## src/rtl/keypad_emulator.sv

```systemverilog
// Keypad matrix responder: accepts "press key K for N cycles" commands and
// drives active-low column sense lines from the scanner's active-low row
// drive, with deterministic LFSR-based contact bounce on press and release.
module keypad_emulator #(
  parameter int unsigned BOUNCE_CYCLES = 64,
  parameter int unsigned BOUNCE_STEP   = 4,
  parameter logic [7:0]  LFSR_SEED     = 8'hA5
) (
  input  logic        clk,
  input  logic        reset,
  input  logic [3:0]  rows,
  output logic [3:0]  cols,
  input  logic        cmd_valid,
  output logic        cmd_ready,
  input  logic [3:0]  cmd_key,
  input  logic [15:0] cmd_hold,
  output logic        pressed,
  output logic        busy,
  output logic        done
);

  localparam int unsigned WinW  = (BOUNCE_CYCLES > 1) ? $clog2(BOUNCE_CYCLES) : 1;
  localparam int unsigned StepW = (BOUNCE_STEP > 1) ? $clog2(BOUNCE_STEP) : 1;
  localparam logic [WinW-1:0]  WinLast  = WinW'(BOUNCE_CYCLES - 1);
  localparam logic [StepW-1:0] StepLast = StepW'(BOUNCE_STEP - 1);

  typedef enum logic [1:0] {
    StIdle,
    StPressBounce,
    StHold,
    StReleaseBounce
  } state_e;

  state_e           state;
  logic             contact;
  logic [7:0]       lfsr;
  logic [WinW-1:0]  win_cnt;
  logic [StepW-1:0] step_cnt;
  logic [15:0]      hold_cnt;
  logic [3:0]       key;
  logic             lfsr_fb;
  logic [7:0]       lfsr_nxt;

  // Fibonacci LFSR x^8+x^6+x^5+x^4+1, shifting left with feedback into bit 0.
  always_comb begin
    lfsr_fb  = lfsr[7] ^ lfsr[5] ^ lfsr[4] ^ lfsr[3];
    lfsr_nxt = {lfsr[6:0], lfsr_fb};
  end

  assign cmd_ready = (state == StIdle);
  assign busy      = ~cmd_ready;
  assign pressed   = contact;

  // Command sequencing, bounce window timing and contact generation.
  always_ff @(posedge clk or negedge reset) begin
    if (!reset) begin
      state    <= StIdle;
      contact  <= 1'b0;
      lfsr     <= LFSR_SEED;
      win_cnt  <= '0;
      step_cnt <= '0;
      hold_cnt <= '0;
      key      <= '0;
      done     <= 1'b0;
    end else begin
      done <= 1'b0;
      case (state)
        StIdle: begin
          contact <= 1'b0;
          if (cmd_valid) begin
            key      <= cmd_key;
            hold_cnt <= (cmd_hold == 16'd0) ? 16'd1 : cmd_hold;
            win_cnt  <= '0;
            step_cnt <= '0;
            if (BOUNCE_CYCLES == 0) begin
              state   <= StHold;
              contact <= 1'b1;
            end else begin
              // First bounce step lands on the window's entry cycle.
              state   <= StPressBounce;
              lfsr    <= lfsr_nxt;
              contact <= lfsr_fb;
            end
          end
        end
        StPressBounce, StReleaseBounce: begin
          if (win_cnt == WinLast) begin
            win_cnt  <= '0;
            step_cnt <= '0;
            if (state == StPressBounce) begin
              state   <= StHold;
              contact <= 1'b1;
            end else begin
              state   <= StIdle;
              contact <= 1'b0;
              done    <= 1'b1;
            end
          end else begin
            win_cnt <= win_cnt + 1'b1;
            if (step_cnt == StepLast) begin
              step_cnt <= '0;
              lfsr     <= lfsr_nxt;
              contact  <= lfsr_fb;
            end else begin
              step_cnt <= step_cnt + 1'b1;
            end
          end
        end
        StHold: begin
          if (hold_cnt == 16'd1) begin
            if (BOUNCE_CYCLES == 0) begin
              state   <= StIdle;
              contact <= 1'b0;
              done    <= 1'b1;
            end else begin
              state    <= StReleaseBounce;
              lfsr     <= lfsr_nxt;
              contact  <= lfsr_fb;
              win_cnt  <= '0;
              step_cnt <= '0;
            end
          end else begin
            hold_cnt <= hold_cnt - 16'd1;
          end
        end
        default: begin
          state   <= StIdle;
          contact <= 1'b0;
        end
      endcase
    end
  end

  // Column sense: the key column is pulled low when contact is closed and
  // its row is driven; any row pattern is honoured as a real switch would.
  always_ff @(posedge clk or negedge reset) begin
    if (!reset) begin
      cols <= 4'b1111;
    end else begin
      cols <= 4'b1111;
      if (contact && !rows[key[3:2]]) begin
        cols[key[1:0]] <= 1'b0;
      end
    end
  end

endmodule

```

## config.mk

```make
export PLATFORM = sky130hd
export DESIGN_NAME = keypad_emulator
export DESIGN_NICKNAME = d
export VERILOG_FILES = /design/src/rtl/keypad_emulator.sv
export SDC_FILE = /design/constraint.sdc
export NUM_CORES = 1
export LEC_CHECK = 0
export ABC_AREA = 1
export BUFFER_PORTS_ARGS = -buffer_cell sky130_fd_sc_hd__clkbuf_2
export CORE_MARGIN = 2
export CORE_UTILIZATION = 50
export DETAILED_ROUTE_END_ITERATION = 8
export GPL_TIMING_DRIVEN = 1
export MAX_ROUTING_LAYER = met4
export PLACE_DENSITY = 0.74
export SLEW_MARGIN = 40
export SYNTH_ARGS = -nofsm -noshare
export SYNTH_HDL_FRONTEND = slang
export SYNTH_SLANG_ARGS = --single-unit
```

## constraint.sdc

```tcl
create_clock -name clk -period 2.9 [get_ports clk]
set_clock_uncertainty 0.1 [all_clocks]
set_input_delay 0.145 -clock clk [delete_from_list [all_inputs] [get_ports clk]]
set_output_delay 0.145 -clock clk [all_outputs]
set_load 0.005 [all_outputs]
```

==> impl_metrics.json <==
{
  "status": "complete, no violations",
  "cts_max_level": 2,
  "multi_input_area_sq_um": 1380,
  "io_pins": 35,
  "regArea_sq_um": 1110,
  "synthesis.area_sq_um": 2690,
  "timing.final.crit_share_pct": 73.0,
  "cts_tree": "done",
  "first_global_vias": 2306,
  "cts_buffer_depth": 2,
  "layout_min_cycle_time_ns": 2.12,
  "fill_cells": 514,
  "crit_required_ns": 3.05,
  "cp_cell_sequence": "inv_1 > ha_1 > inv_1 > nor3_1 > nand2_1 > nand2_1 > nand2_1 > nand2_1",
  "rsz0062_at_grt": "no",
  "insertion_delay_ns": 0.30,
  "slew_violations": 0,
  "ys_seq_elements": 44,
  "grt_max_degree": 30,
  "antenna_left": 0,
  "nets": 461,
  "ys_seq_area_share_pct": 41.3,
  "start_util_pct": 52.4,
  "worstMarginPinSlew_ns": 0.665,
  "overflow": 0,
  "worstPathArrival_ns": 2.26,
  "place_hpwl_microns": 4310,
  "cts_resized": 0,
  "route.detailed.drc": 0,
  "crit_cells": 8,
  "maxSlewHeadroom_pct": 55.7,
  "globalplace.congestion": 0.890,
  "crit_type": "flip-flop to flip-flop",
  "fp.dieW_microns": 77.4,
  "synth_cell_types": 30,
  "crit_slowest_cell": "ha_1",
  "diodes": 0,
  "worstHoldStart": "cmd_hold[8]",
  "regToRegStartpoint": "state[0]",
  "hold_depth": 5,
  "startpoint_type": "flip-flop",
  "path_clk_slew_ns": 0.09,
  "io_buffers": 34,
  "dieArea_sq_um": 5990,
  "grt_first_pass_wirelength_microns": 10000,
  "area_growth_pct": 14.0,
  "rr_worst_depth": 8,
  "cp_top_family": "simple AND/OR/NAND/NOR gates",
  "die_h_microns": 77.4,
  "p_per_area_nw_per_um2": 369,
  "syn_avg_cell_area_sq_um": 6.98,
  "hold_violations": 0,
  "maxCapViolations": 0,
  "routed_via_density": 4.97,
  "core_area_sq_um": 5140,
  "min_path_type": "input pin to flip-flop",
  "timing.fmax_mhz": 472,
  "setup_violations": 0,
  "drive_gt1_share_pct": 16.6,
  "row_count": 26,
  "yosysWarningCount": 0,
  "cellLeakagePower_uw": 0.00160,
  "first_pass_iters": 4,
  "antenna_found_initial": 0,
  "drtIter0Drc": 174,
  "worstPathBufferInverterCount": 2,
  "cp_max_fo": 21,
  "cts_root_buf": "clkbuf_8",
  "drt_wl_total_microns": 5790,
  "cp-startpoint": "state[0]",
  "grtUsageTotal_pct": 21.1,
  "syn_nets": 421,
  "wire_per_inst_microns": 11.7,
  "numCtsBuffers": 5,
  "tns_ns": 0,
  "vdd_ir_drop_max_mv": 0.301,
  "cts.sinks": 44,
  "critPathMostFrequentCell": "nand2_1",
  "routed-via-count": 2472,
  "p_total_uw": 1130,
  "synthCells": 386,
  "worstSetupEndpointType": "flip-flop",
  "cp_slowest_stage_delay_ns": 0.46
}
==> cell usage in the layout (no fill, tap or decap), types with 2 or more instances in the layout <==
| cell type | synthesis | routed |
|---|---|---|
| nand2_1 | 132 | 132 |
| nor2_1 | 59 | 59 |
| inv_1 | 36 | 36 |
| dfrtp_1 | 36 | 36 |
| clkbuf_2 | 0 | 33 |
| nand3_1 | 30 | 30 |
| o21ai_0 | 19 | 19 |
| a21oi_1 | 12 | 12 |
| ha_1 | 8 | 8 |
| dfstp_2 | 8 | 8 |
| o21ai_1 | 7 | 7 |
| clkbuf_8 | 0 | 5 |
| dlygate4sd3_1 | 0 | 5 |
| nor3_1 | 4 | 4 |
| nor2_2 | 4 | 4 |
| nand2_2 | 4 | 4 |
| o21ai_2 | 4 | 4 |
| nor2_4 | 2 | 2 |
| nand2_4 | 2 | 2 |
| nand3b_1 | 2 | 2 |
| nand4_1 | 2 | 2 |
| buf_4 | 2 | 2 |
==> Yosys cell counts <==
cell	n	share of area (%)
nand2_1	132	18
nor2_1	59	8.2
dfrtp_1	36	33
inv_1	36	5.0
nand3_1	30	5.6
o21ai_0	19	3.5
a21oi_1	12	2.2
dfstp_2	8	7.8
ha_1	8	3.7
o21ai_1	7	1.3
nand2_2	4	0.93
nor2_2	4	0.93
nor3_1	4	0.74
o21ai_2	4	1.3
buf_4	2	0.56
buf_6	2	0.84
clkbuf_1	2	0.28
nand2_4	2	0.84
nand3b_1	2	0.56
nand4_1	2	0.46
nor2_4	2	0.84
a21o_1	1	0.28
buf_1	1	0.14
buf_2	1	0.19
clkinv_4	1	0.33
inv_2	1	0.14
mux2_2	1	0.42
nand3_2	1	0.37
nor3b_1	1	0.28
xor2_1	1	0.33
==> what timing repair did <==
action / 4_1_cts / 5_1_grt
setup buffers: 0 / 0
hold buffers: 4 / 1
hold endpoints to repair: 27 / 1
endpoints found under the setup margin: 0 / 0
==> through the flow <==
stage / utilization, % / cells / cell area, sq um / hold WS, ns / setup WS (ns)
2_1_floorplan: - / 386 / 2690 / -0.251 / 1.29
5_1_grt: 59.7 / 497 / 3070 / 0.0801 / 0.556
6_report: 59.7 / 497 / 3070 / 0.0554 / 0.783
4_1_cts: 59.5 / 496 / 3060 / 0.00117 / 0.787
3_3_place_gp: 56.6 / 484 / 2910 / 0.143 / 0.867
3_5_place_dp: 56.6 / 484 / 2910 / 0.160 / 0.787
==> path summary, 6_finish.rpt <==
check,endpoint,slack (ns)
setup / recovery,hold_cnt[9],0.78
hold / removal,hold_cnt[8],0.06
setup reg to reg,hold_cnt[9],0.78
hold reg to reg,cols[3],0.32
max in group asynchronous,lfsr[5],1.65
min in group asynchronous,hold_cnt[14],0.31
==> report_power, final <==
part	internal, uW	leakage (uW)	total (uW)	switching, uW
combinational	24.1	0.00103	53.5	29.4
sequential	614	0.000516	614	0
clock	256	0.0000552	466	210
==> sequential cells by signal, indices dropped and copies added, names as in the netlist <==
signal / count
key: 4
hold_cnt: 16
pressed: 1
cols: 4
done: 1
lfsr: 8
step_cnt: 2
win_cnt: 6
state: 2
==> metal layers <==
| metal | vias up | routed length [microns] | track usage (%) |
|---|---|---|---|
| met4 | 0 | 84 | 6.43 |
| li1 | 1288 | - | - |
| met5 | - | 0 | - |
| met2 | 74 | 2650 | 32.4 |
| met3 | 10 | 291 | 3.49 |
| met1 | 1100 | 2770 | 29.0 |
==> cell families after synthesis <==
| family | Yosys count | synth area share (%) |
|---|---|---|
| xor+xnor | 1 | 0.325 |
| buf+inv | 46 | 7.48 |
| mux | 1 | 0.418 |
| simple gates | 243 | 38.1 |
| fa+ha+maj | 8 | 3.72 |
| flops | 44 | 41.3 |
| compound gates | 43 | 8.64 |
==> final cells by class <==
class | instances | area share [%]
inverter | 38 | 4.81
multi-input combinational | 296 | 45.0
timing repair buffer | 41 | 7.66
sequential | 44 | 36.2
clock buffer | 6 | 2.36
clock inverter | 2 | 1.14
tap | 70 | 2.85
==> tightest hold or removal path: cells and delay by family <==
| kind | cells | cell delay [ns] |
|---|---|---|
| AND/OR/NAND/NOR | 4 | 0.20 |
| buffers and inverters | 1 | 0.09 |
Power figures use the tool's default switching activity.
